==> config.mk <==
export PLATFORM = sky130hd
export DESIGN_NAME = shift_seq
export DESIGN_NICKNAME = d
export VERILOG_FILES = /design/src/rtl/shift_seq.sv
export SDC_FILE = /design/constraint.sdc
export NUM_CORES = 1
export LEC_CHECK = 0
export BUFFER_PORTS_ARGS = -buffer_cell sky130_fd_sc_hd__buf_2
export CORE_MARGIN = 3
export CORE_UTILIZATION = 56
export CTS_BUF_LIST = sky130_fd_sc_hd__clkbuf_16
export DETAILED_ROUTE_END_ITERATION = 16
export PLACE_DENSITY = 0.8
export SYNTH_ARGS = -nofsm -noshare
export SYNTH_HDL_FRONTEND = slang
export SYNTH_SLANG_ARGS = --single-unit
==> constraint.sdc <==
create_clock -name clk -period 2.51 [get_ports clk]
set_input_delay 0 -clock clk [delete_from_list [all_inputs] [get_ports clk]]
set_output_delay 0 -clock clk [all_outputs]
set_load 0.02 [all_outputs]
==> src/rtl/shift_seq.sv <==
// Shift-count sequencer feeding the SHM shift matrix: reduces a signed 10-bit
// count (saturate or mod-72) and issues it as handshaked steps of at most 35.
module shift_seq (
    input  logic       clk,
    input  logic       reset,
    input  logic       start,
    input  logic [0:9] count,
    input  logic       rot,
    input  logic       step_ready,
    output logic       busy,
    output logic       step_valid,
    output logic [0:5] step_amt,
    output logic       step_dir,
    output logic       done
);

    localparam logic [9:0] WORD_PAIR = 10'd72;
    localparam logic [9:0] STEP_MAX  = 10'd35;

    typedef enum logic [1:0] {
        IDLE = 2'd0,
        PREP = 2'd1,
        STEP = 2'd2,
        FIN  = 2'd3
    } state_t;

    state_t     state_q, state_d;
    logic [9:0] rem_q, rem_d;
    logic       dir_q, dir_d;
    logic       rot_q, rot_d;

    logic [9:0] count_v;
    logic [9:0] count_mag;
    logic [5:0] amt_w;
    logic       valid_w;
    logic       done_w;

    // Port is MSB-first (bit 0 = sign); the assignment keeps the sign as bit 9.
    assign count_v   = count;
    assign count_mag = count_v[9] ? (~count_v + 10'd1) : count_v;
    assign amt_w     = (rem_q > STEP_MAX) ? STEP_MAX[5:0] : rem_q[5:0];

    always_comb begin
        state_d = state_q;
        rem_d   = rem_q;
        dir_d   = dir_q;
        rot_d   = rot_q;
        valid_w = 1'b0;
        done_w  = 1'b0;

        case (state_q)
            IDLE: begin
                if (start) begin
                    dir_d   = count_v[9];
                    rot_d   = rot;
                    rem_d   = count_mag;
                    state_d = PREP;
                end
            end
            PREP: begin
                if (rot_q && (rem_q >= WORD_PAIR)) begin
                    rem_d = rem_q - WORD_PAIR;
                end else if (!rot_q && (rem_q > WORD_PAIR)) begin
                    rem_d = WORD_PAIR;
                end else if (rem_q == 10'd0) begin
                    state_d = FIN;
                end else begin
                    state_d = STEP;
                end
            end
            STEP: begin
                valid_w = 1'b1;
                if (step_ready) begin
                    rem_d = rem_q - {4'd0, amt_w};
                    if (rem_q <= STEP_MAX) begin
                        state_d = FIN;
                    end
                end
            end
            FIN: begin
                done_w  = 1'b1;
                state_d = IDLE;
            end
            default: begin
                state_d = IDLE;
            end
        endcase
    end

    always_ff @(posedge clk) begin
        if (reset) begin
            state_q <= IDLE;
            rem_q   <= 10'd0;
            dir_q   <= 1'b0;
            rot_q   <= 1'b0;
        end else begin
            state_q <= state_d;
            rem_q   <= rem_d;
            dir_q   <= dir_d;
            rot_q   <= rot_d;
        end
    end

    // step_amt reads as zero outside STEP so idle/reset outputs are clean.
    assign busy       = (state_q != IDLE);
    assign step_valid = valid_w;
    assign step_amt   = valid_w ? amt_w : 6'd0;
    assign step_dir   = dir_q;
    assign done       = done_w;

endmodule

==> reports/qor.csv, run 1 <==
stage,metric,value,unit
run_status,status,"complete, no violations",
drt,Routed Antenna Nets,0,
yosys,Main synth FF type,dfxtp_1,
power_and_ir_drop,clock group share of total power,12.9,%
drt,Routed wire per std cell,16.9,microns
clocking,"CTS clk-pin slew, worst paths",0.04,ns
drt,Pre-Repair DR Iteration Count,4,
yosys,#FFs+latches synth,14,
power_and_ir_drop,Comb pwr share,70.2,%
clocking,htree depth,1,
timing,Fin. Hold Viols,0,
drt,vias per std cell,6.62,
setup_path,R2R Path Start,rem_q[8],
run,Max-cap violations,0,
final_layout,Final #Nets,239,
power_and_ir_drop,Sw Share,49.5,%
drt,DR DRC count,0,
final_layout,share of post-route cells with drive strength above 1,23.4,%
setup_path,CP Class,reg -> reg,
drt,DRT iter0 DRCs,102,
global_route,GRT busiest layer,met2,
clocking,Num CTS Buffers,3,
setup_path,Worst Path Arrival,2.53,ns
clocking,Sink Count,14,
power_and_ir_drop,Leak,0.691,nW
floorplan,Die X,55.9,microns
hold_path,end of the worst hold path,rot_q,
global_route,met1 GRT Util,34.1,%
setup_path,crit path max fanout,8,
timing,hold_ws,0.0200,ns
power_and_ir_drop,total design power,2.33,mW
power_and_ir_drop,P_int,1.18,mW
power_and_ir_drop,Sequential Power Share,16.9,%
hold_path,Hold Crit Class,in -> reg,
setup_path,Startpoint Class,flip-flop,
power_and_ir_drop,Psw,1.16,mW
final_layout,P&R area growth vs syn,20.5,%
yosys,"Seq/Total Area, Yosys",20.1,%
timing,fin crit share,96.2,%
final_layout,most frequent cells in the layout,"24 x buf_2, 18 x nor2_1, 15 x nand2_1, 14 x dfxtp_1, 13 x a21oi_1",
power_and_ir_drop,P per Cell Area,1390,mW/mm^2
timing,Final Critical Period,2.41,ns
global_route,vias in the first global route,1561,
hold_path,WHS Path Cells,3,
yosys,"Warnings, synthesis",0,
yosys,Synth Instances,187,
timing,Slew HR,64.9,%
final_layout,Fillers,191,
setup_path,crit path capture type,flip-flop,
place,RD Place Congestion,0.968,
global_route,met2 Use GR,43.4,%
global_route,first-pass GRT wire length,6.85,mm
yosys,Synth Net Count,210,
timing,fmax,414,MHz
setup_path,CP required,2.63,ns
yosys,"EDFF count, synth",0,
floorplan,io pins,25,
place,PortBufs,24,
setup_path,RR Endpoint,rem_q[8],
final_layout,Final Core Density,73.2,%
yosys,Unique masters post-synth,48,
final_layout,"commonest non-fill, non-tap cell in the layout",buf_2,
clocking,post-CTS setup buffers,0,
floorplan,core footprint,0.00230,sq mm
floorplan,# rows,17,
floorplan,height of the chip,55.9,microns
timing,Worst-Margin Slew,0.523,ns
floorplan,Initial Utilization,60.7,%
power_and_ir_drop,Worst VDD drop,886,uV
drt,total number of vias,1601,
clocking,clock tree buffer depth,2,
global_route,initial antenna violation count,0,
yosys,asr flop ratio synth,0,%
setup_path,R2R setup slack,0.1,ns
place,DP HPWL,2.99,mm
clocking,root buffer cell,clkbuf_16,
yosys,Avg Inst Size Synth,7.46,sq um
setup_path,Reg2Reg Depth,9,
timing,Pins Over Slew Limit,0,
global_route,largest net degree at the start of global routing,19,
timing,Worst Clk Skew,0.00241,ns
clocking,CTS tree,yes,
clocking,Worst-Skew Late Latency,0.24,ns
timing,Final Setup Violations,0,
drt,WL final,4.09,mm
final_layout,ant diodes,0,
global_route,global-route usage over all layers,26.7,%
hold_path,Hold Path Origin,rot,
yosys,mapped cell area,0.00140,sq mm
floorplan,Die ar.,0.00313,sq mm
global_route,total global routing overflow,0,
global_route,met3 GRT Util,3.71,%
registers in the layout, summed over array words and instances, names as in the netlist:
signal	count
rot_q	1
state_q	2
step_dir	1
rem_q	10
cell type report:
cell class	count	area, sq um	share of cell area, %
repair buffers	35	203	12.1
clock buffers	3	75.1	4.46
multi-input cells	151	1050	62.3
flip-flops and latches	14	280	16.7
inverters	11	41.3	2.46
well taps	28	35.0	2.08
layer usage:
metal	vias up	wire length, microns
met2	112	1940
met5	-	0
met1	724	1600
met4	0	111
met3	15	444
li1	750	-
Yosys cell counts (3+ instances only):
master | number | share of area (%)
a211oi_1 | 4 | 2.2
a21oi_1 | 13 | 4.7
a31oi_1 | 3 | 1.3
buf_2 | 3 | 1.1
clkbuf_1 | 7 | 1.9
dfxtp_1 | 14 | 20
ha_1 | 8 | 7.2
inv_1 | 11 | 3.0
mux2i_1 | 4 | 2.9
nand2_1 | 15 | 4.0
nand2b_1 | 5 | 2.2
nand3_1 | 3 | 1.1
nor2_1 | 18 | 4.8
nor3_1 | 10 | 3.6
nor4_1 | 3 | 1.3
o21ai_0 | 9 | 3.2
o22ai_1 | 5 | 2.2
o31ai_1 | 4 | 2.2
o32ai_1 | 3 | 1.9
or3_1 | 3 | 1.3
xnor2_1 | 7 | 4.4
xor2_1 | 5 | 3.1
metrics by stage:
| stage | cells | cell area [sq um] | TNS (ns) | worst slack [ns] |
|---|---|---|---|---|
| 6_report | 242 | 1680 | 0 | 0.0951 |
| 5_1_grt | 242 | 1680 | -0.00285 | -0.00285 |
| 4_1_cts | 242 | 1660 | 0 | 0.0817 |
| 3_5_place_dp | 239 | 1590 | 0 | 0.117 |
| 3_3_place_gp | 239 | 1590 | 0 | 0.184 |
| 2_1_floorplan | 187 | 1400 | 0 | 0.196 |
critical path, cell delays in order (launching register included):
cell,delay [ns]
dfxtp_1,0.38
or4_4,0.55
a21o_4,0.25
nand2b_1,0.15
ha_4,0.20
nor2_1,0.07
o211ai_1,0.21
o21ai_0,0.14
a41oi_1,0.24
o32ai_1,0.10
kinds of logic after synthesis:
logic type / Yosys count / synth area share, %
simple gates: 68 / 24.5
compound gates: 58 / 30.9
buf+inv: 22 / 6.19
flops: 14 / 20.1
xor+xnor: 12 / 7.53
fa+ha+maj: 8 / 7.18
mux: 5 / 3.68
power by group through the flow:
stage / Clock, mW / Combinational, mW / Sequential, mW
5_1_grt: 0.311 / 1.77 / 0.407
3_5_place_dp: 0 / 1.49 / 0.392
6_report: 0.300 / 1.64 / 0.394
4_1_cts: 0.301 / 1.51 / 0.389
3_3_place_gp: 0 / 1.47 / 0.387
2_1_floorplan: 0 / 1.14 / 0.368
what timing repair did:
action	in CTS	in global routing
resized for setup	0	4
hold buffers	0	0
setup endpoints to repair	0	3
how the worst max path moves through the flow:
stage	startpoint	to	depth (start not counted)
after CTS	rem_q[8]	rem_q[8]	9
after detailed placement	rem_q[8]	rem_q[4]	8
after floorplan	rem_q[2]	rem_q[4]	10
final	rem_q[8]	rem_q[8]	9
after global placement	rem_q[8]	rem_q[4]	8
after global routing	rem_q[8]	rem_q[8]	9
Note: power is estimated with default switching activity, not from simulation.
==> run 2: changes to the inputs <==
--- a/config.mk
+++ b/config.mk
@@ -5,12 +5,13 @@
 export SDC_FILE = /design/constraint.sdc
 export NUM_CORES = 1
 export LEC_CHECK = 0
+export ABC_AREA = 1
 export BUFFER_PORTS_ARGS = -buffer_cell sky130_fd_sc_hd__buf_2
 export CORE_MARGIN = 3
-export CORE_UTILIZATION = 56
+export CORE_UTILIZATION = 57
 export CTS_BUF_LIST = sky130_fd_sc_hd__clkbuf_16
 export DETAILED_ROUTE_END_ITERATION = 16
-export PLACE_DENSITY = 0.8
+export PLACE_DENSITY = 0.88
 export SYNTH_ARGS = -nofsm -noshare
 export SYNTH_HDL_FRONTEND = slang
 export SYNTH_SLANG_ARGS = --single-unit
==> reports/qor.csv, run 2 <==
stage,metric,value,unit
clocking,root buffer cell,clkbuf_16,
timing,Worst Clk Skew,0.00575,ns
global_route,total global routing overflow,0,
clocking,clock tree buffer depth,2,
final_layout,P&R area growth vs syn,15.0,%
floorplan,core footprint,0.00250,sq mm
setup_path,CP required,2.68,ns
drt,vias per std cell,5.78,
drt,WL final,3.92,mm
global_route,largest net degree at the start of global routing,15,
floorplan,Die X,57.7,microns
timing,fmax,508,MHz
timing,Worst-Margin Slew,0.473,ns
setup_path,Startpoint Class,flip-flop,
setup_path,crit path max fanout,10,
final_layout,area used by multi-input combinational logic,0.00105,sq mm
floorplan,height of the chip,57.7,microns
clocking,"CTS clk-pin slew, worst paths",0.05,ns
setup_path,crit path capture type,flip-flop,
timing,hold_ws,0.0687,ns
place,PortBufs,24,
timing,Final Setup Violations,0,
yosys,"Seq/Total Area, Yosys",18.4,%
final_layout,final instance area,0.00175,sq mm
yosys,"Warnings, synthesis",0,
final_layout,ant diodes,0,
final_layout,Top reg by flops,rem_q,
final_layout,Fillers,225,
yosys,commonest cells in the synthesized netlist,"44 x nand2_1, 30 x inv_1, 22 x a21oi_1",
yosys,Synth Net Count,264,
setup_path,CP Class,reg -> reg,
final_layout,Largest regs,"rem_q (10), state_q (2)",
yosys,Synth Instances,241,
yosys,share of the synthesized area in the top cell type,18.4,%
global_route,global-route usage over all layers,25.3,%
yosys,synth top area cells,"dfxtp_1 18%, nand2_1 11%, inv_1 7.4%",
global_route,initial antenna violation count,0,
place,Placement Cell Area,0.00167,sq mm
timing,Fin. Hold Viols,0,
timing,Final Critical Period,1.97,ns
clocking,htree depth,1,
power_and_ir_drop,P per Cell Area,1580,mW/mm^2
final_layout,max FFs per register,10,
yosys,"EDFF count, synth",0,
yosys,asr flop ratio synth,0,%
power_and_ir_drop,total design power,2.77,mW
drt,Routed Antenna Nets,0,
drt,DR DRC count,0,
hold_path,Hold Crit Class,in -> reg,
yosys,Avg Inst Size Synth,6.33,sq um
place,DP HPWL,2.99,mm
floorplan,# rows,18,
clocking,Sink Count,14,
final_layout,"commonest non-fill, non-tap cell in the layout",nand2_1,
clocking,Num CTS Buffers,3,
yosys,most numerous cell in the Yosys netlist,nand2_1,
final_layout,Sequential Area,280,sq um
setup_path,Worst Path Arrival,2.14,ns
final_layout,Final Non-Filler Cells,296,
setup_path,cell breakdown of the critical path,inv_2 > nand2_2 > nand2_2 > nand2_4 > nand2_1 > ha_1 > inv_1 > nand2_1 > nand2_1 > nand2_1 > nand2_1 > nand2_1 > o22ai_1 > nand2_1 > a21oi_1,
drt,total number of vias,1710,
drt,Routed wire per std cell,13.3,microns
place,RD Place Congestion,0.929,
yosys,Unique masters post-synth,35,
setup_path,Crit path top cell by count,nand2_1,
floorplan,Die ar.,0.00333,sq mm
timing,Slew HR,68.5,%
clocking,number of gates resized after CTS,0,
yosys,Synth area leader,dfxtp_1,
setup_path,slowest cell delay on critical path,0.41,ns
yosys,Main synth FF type,dfxtp_1,
hold_path,WHS Path Cells,3,
timing,fin crit share,78.4,%
timing,RSZ-0062 raised after global routing,no,
final_layout,share of post-route cells with drive strength above 1,23.3,%
yosys,mapped cell area,0.00153,sq mm
power_and_ir_drop,Leak,0.901,nW
floorplan,Initial Utilization,61.0,%
place,DP Cell Count,292,
drt,DRT iter0 DRCs,76,
run_status,status,"complete, no violations",
clocking,CTS tree,yes,
timing,Pins Over Slew Limit,0,
run,Max-cap violations,0,
setup_path,slowest CP cell,dfxtp_1,
timing,setup TNS,0,ns
setup_path,Reg2Reg Depth,15,
power_and_ir_drop,Worst VDD drop,927,uV
setup_path,R2R setup slack,0.54,ns
global_route,vias in the first global route,1535,
final_layout,most frequent cells in the layout,"44 x nand2_1, 30 x inv_1, 24 x buf_2, 22 x a21oi_1, 17 x nor2_1",
yosys,#FFs+latches synth,14,
clocking,Worst-Skew Late Latency,0.25,ns
global_route,first-pass GRT wire length,6.67,mm
final_layout,Final #Nets,291,
drt,Pre-Repair DR Iteration Count,5,
floorplan,io pins,25,
-- run 2: cell type report --
| type | count | share of cell area, % |
|---|---|---|
| Multi-Input combinational cell | 180 | 60.1 |
| Sequential cell | 14 | 16.0 |
| Inverter | 42 | 9.27 |
| Timing Repair Buffer | 27 | 8.27 |
| Clock buffer | 3 | 4.28 |
| Tap cell | 30 | 2.14 |
-- run 2: path summary, 6_finish.rpt --
path            start       end
max          rem_q[4]  rem_q[8]
min               rot     rot_q
max reg2reg  rem_q[4]  rem_q[8]
min reg2reg  step_dir  step_dir
-- run 2: cells by family (layout without fill, tap and decap cells) --
| group | count (synthesis) | in the layout | synth area share, % |
|---|---|---|---|
| XOR/XNOR | 7 | 7 | 4.02 |
| buffers and inverters | 47 | 72 | 12.6 |
| AND/OR/NAND/NOR | 105 | 105 | 36.5 |
| AO/OA/AOI/OAI | 60 | 60 | 22.0 |
| flip-flops | 14 | 14 | 18.4 |
| adder cells (fa/ha/maj) | 8 | 8 | 6.56 |
-- run 2: worst max-delay path: cells and delay by family, from the launching register on --
family          cells  cell delay, ns
fa+ha+maj           1            0.22
compound gates      2            0.25
flops               1            0.41
buf+inv             2            0.19
simple gates       10            0.83
-- run 2: report_power, final --
part | switching, mW | internal [mW] | leakage (nW)
Sequential | 0.116 | 0.324 | 0.116
Combinational | 1.34 | 0.692 | 0.748
Clock | 0.0926 | 0.209 | 0.0370
-- run 2: through the flow --
step	util, %	worst slack, ns
final	70.2	0.541
after global routing	70.2	0.350
after CTS	70.2	0.614
after detailed placement	66.8	0.638
after global placement	66.8	0.716
after floorplan	-	0.727
-- run 2: routing by layer --
metal / up-vias / global-route usage [%] / share of wire, %
met3: 12 / 2.67 / 9.4
met4: 0 / 13.6 / 2.7
met5: - / 0 / 0
li1: 841 / - / -
met1: 749 / 33.2 / 41
met2: 108 / 40.5 / 47
-- run 2: repair_timing --
action | 4_1_cts | 5_1_grt
hold buffers | 1 | 0
hold endpoints to repair | 2 | 0
setup buffers | 0 | 0
==> run 3: changes to the inputs <==
==> config.mk (replaced) <==
export PLATFORM = sky130hd
export DESIGN_NAME = shift_seq
export DESIGN_NICKNAME = d
export VERILOG_FILES = /design/src/rtl/shift_seq.sv
export SDC_FILE = /design/constraint.sdc
export NUM_CORES = 1
export LEC_CHECK = 0
export ABC_AREA = 0
export BUFFER_PORTS_ARGS = -buffer_cell sky130_fd_sc_hd__buf_2
export CORE_MARGIN = 3
export CORE_UTILIZATION = 50
export CTS_BUF_LIST = sky130_fd_sc_hd__clkbuf_16
export DETAILED_ROUTE_END_ITERATION = 16
export PLACE_DENSITY = 0.84
export SYNTH_ARGS = -nofsm -noshare
export SYNTH_HDL_FRONTEND = slang
export SYNTH_SLANG_ARGS = --single-unit
==> constraint.sdc (replaced) <==
create_clock -name clk -period 1.7 [get_ports clk]
set_input_delay 0 -clock clk [delete_from_list [all_inputs] [get_ports clk]]
set_output_delay 0 -clock clk [all_outputs]
set_load 0.02 [all_outputs]
==> reports/qor.csv, run 3 (same netlist as run 1, synthesis figures left out) <==
stage,metric,value,unit
final_layout,final instance area,0.00231,sq mm
setup_path,crit path capture type,flip-flop,
setup_path,CP Class,reg -> reg,
global_route,global-route usage over all layers,34.7,%
place,Placement Cell Area,0.00193,sq mm
floorplan,io pins,25,
setup_path,slowest CP cell,or4_4,
floorplan,Die ar.,0.00346,sq mm
final_layout,Final #Nets,285,
final_layout,share of post-route cells with drive strength above 1,53.3,%
setup_path,cell breakdown of the critical path,or4_4 > a21o_4 > nand2b_4 > ha_4 > buf_4 > xnor2_1 > o22ai_1 > nor3_1 > nor3_1,
clocking,CTS tree,yes,
setup_path,Startpoint Class,flip-flop,
final_layout,Largest regs,"rem_q (10), state_q (2)",
place,DP Cell Count,275,
timing,Worst-Margin Slew,0.433,ns
timing,fmax,461,MHz
drt,DR top layer,met4,
power_and_ir_drop,P per Cell Area,2350,mW/mm^2
global_route,vias in the first global route,1925,
hold_path,WHS Path Cells,3,
timing,Pins Over Slew Limit,0,
power_and_ir_drop,total design power,5.43,mW
timing,Final Setup Violations,17,
global_route,first-pass GRT wire length,9.06,mm
setup_path,Worst Path Arrival,2.29,ns
run_status,status,finished with violations,
run,Max-cap violations,0,
floorplan,height of the chip,58.8,microns
timing,Slew HR,70.9,%
setup_path,slowest cell delay on critical path,0.55,ns
run_status,violated checks,setup timing,
clocking,Worst-Skew Late Latency,0.25,ns
place,RD Place Congestion,0.969,
final_layout,most frequent cells in the layout,"50 x buf_4, 22 x buf_2, 14 x nand2_1, 13 x nor2_1, 10 x a21oi_1",
global_route,largest net degree at the start of global routing,17,
drt,total number of vias,2051,
place,pre-CTS setup slack,-0.521,ns
timing,RSZ-0062 raised after global routing,yes,
clocking,Num CTS Buffers,3,
final_layout,"commonest non-fill, non-tap cell in the layout",buf_4,
drt,DR DRC count,0,
setup_path,crit path max fanout,5,
drt,met2 wire length,3.22,mm
global_route,total global routing overflow,0,
final_layout,Final Non-Filler Cells,291,
drt,WL met3,706,microns
timing,Worst Clk Skew,0.00117,ns
timing,worst setup margin,-0.467,ns
clocking,Sink Count,14,
floorplan,core footprint,0.00257,sq mm
floorplan,Die X,58.8,microns
drt,Routed Antenna Nets,0,
power_and_ir_drop,Worst VDD drop,2000,uV
global_route,initial antenna violation count,0,
clocking,clock tree buffer depth,2,
setup_path,CP required,1.82,ns
clocking,"CTS clk-pin slew, worst paths",0.05,ns
final_layout,ant diodes,0,
final_layout,Top reg by flops,rem_q,
drt,WL final,6.88,mm
drt,DRT iter0 DRCs,213,
setup_path,Reg2Reg Depth,9,
clocking,Post-CTS Hold Fix Bufs,0,
place,DP HPWL,3.84,mm
drt,vias per std cell,7.05,
power_and_ir_drop,Leak,0.971,nW
clocking,root buffer cell,clkbuf_16,
setup_path,Crit path top cell by count,nor3_1,
final_layout,max FFs per register,10,
timing,Fin. Hold Viols,0,
drt,M1 WL,2.39,mm
drt,Routed wire per std cell,23.7,microns
hold_path,Hold Crit Class,in -> reg,
final_layout,P&R area growth vs syn,65.7,%
timing,Final Critical Period,2.17,ns
final_layout,Fillers,109,
floorplan,# rows,18,
timing,fin crit share,127,%
place,PortBufs,24,
drt,Pre-Repair DR Iteration Count,4,
floorplan,Initial Utilization,54.3,%
clocking,htree depth,1,
==> run 3: changes by cell type in the layout (fill, tap and decap cells not counted), sizes merged, moves of 4 or more <==
cell,delta
nand3,-17
a21oi,-10
xnor2,+5
inv,-30
mux2i,+4
nand2b,+5
buf,+55
o21ai,-19
a211oi,+4
nand2,-38
==> run 3: worst max-delay path, delay by kind of cell, from the launching register on <==
kind / cells / cell delay, ns
DFF: 1 / 0.32
and+or+nand+nor: 4 / 0.93
xor gates and xnor gates: 1 / 0.11
AOI/OAI and AO/OA: 2 / 0.35
buffers and inverters: 1 / 0.14
adders and majority gates: 1 / 0.18
==> run 3: layout make-up <==
class / count / area (sq um) / area share, %
Timing Repair Buffer: 81 / 604 / 26.2
Sequential cell: 14 / 293 / 12.7
Multi-Input combinational cell: 151 / 1250 / 54.2
Tap cell: 30 / 37.5 / 1.62
Clock buffer: 3 / 75.1 / 3.25
Clock inverter: 1 / 3.75 / 0.162
Inverter: 11 / 43.8 / 1.89
==> run 3: report_power, final <==
part / switching (mW) / total (mW) / internal (mW)
logic: 2.25 / 4.36 / 2.11
clock network: 0.145 / 0.456 / 0.312
registers: 0.155 / 0.612 / 0.457
==> run 3: timing repair <==
item | 4_1_cts | 5_1_grt
setup endpoints to repair | 17 | 18
pin swaps | 12 | 15
hold endpoints to repair | 0 | 0
resized for setup | 21 | 27
buffers inserted | 6 | 6
==> run 3: routing by layer <==
metal / up-vias / global-route usage [%]
met2: 188 / 55.5
met1: 946 / 41.6
met3: 76 / 8.11
met5: - / 0
met4: 0 / 21.7
li1: 841 / -
==> run 3: worst paths after layout <==
check                 from        to  slack, ns
setup / recovery  rem_q[9]  rem_q[2]      -0.47
hold / removal         rot     rot_q       0.04
setup reg to reg  rem_q[9]  rem_q[2]      -0.47
hold reg to reg   step_dir  step_dir       0.51
==> run 3: through the flow <==
| step | TNS, ns | util (%) | hold WS (ns) |
|---|---|---|---|
| 3_3_place_gp | -2.39 | 75.0 | 0.262 |
| 2_1_floorplan | -1.66 | - | 0.0588 |
| 4_1_cts | -3.00 | 83.0 | 0.0382 |
| 6_report | -4.17 | 90.0 | 0.0436 |
| 5_1_grt | -5.14 | 90.0 | 0.0492 |
| 3_5_place_dp | -3.50 | 75.0 | 0.278 |
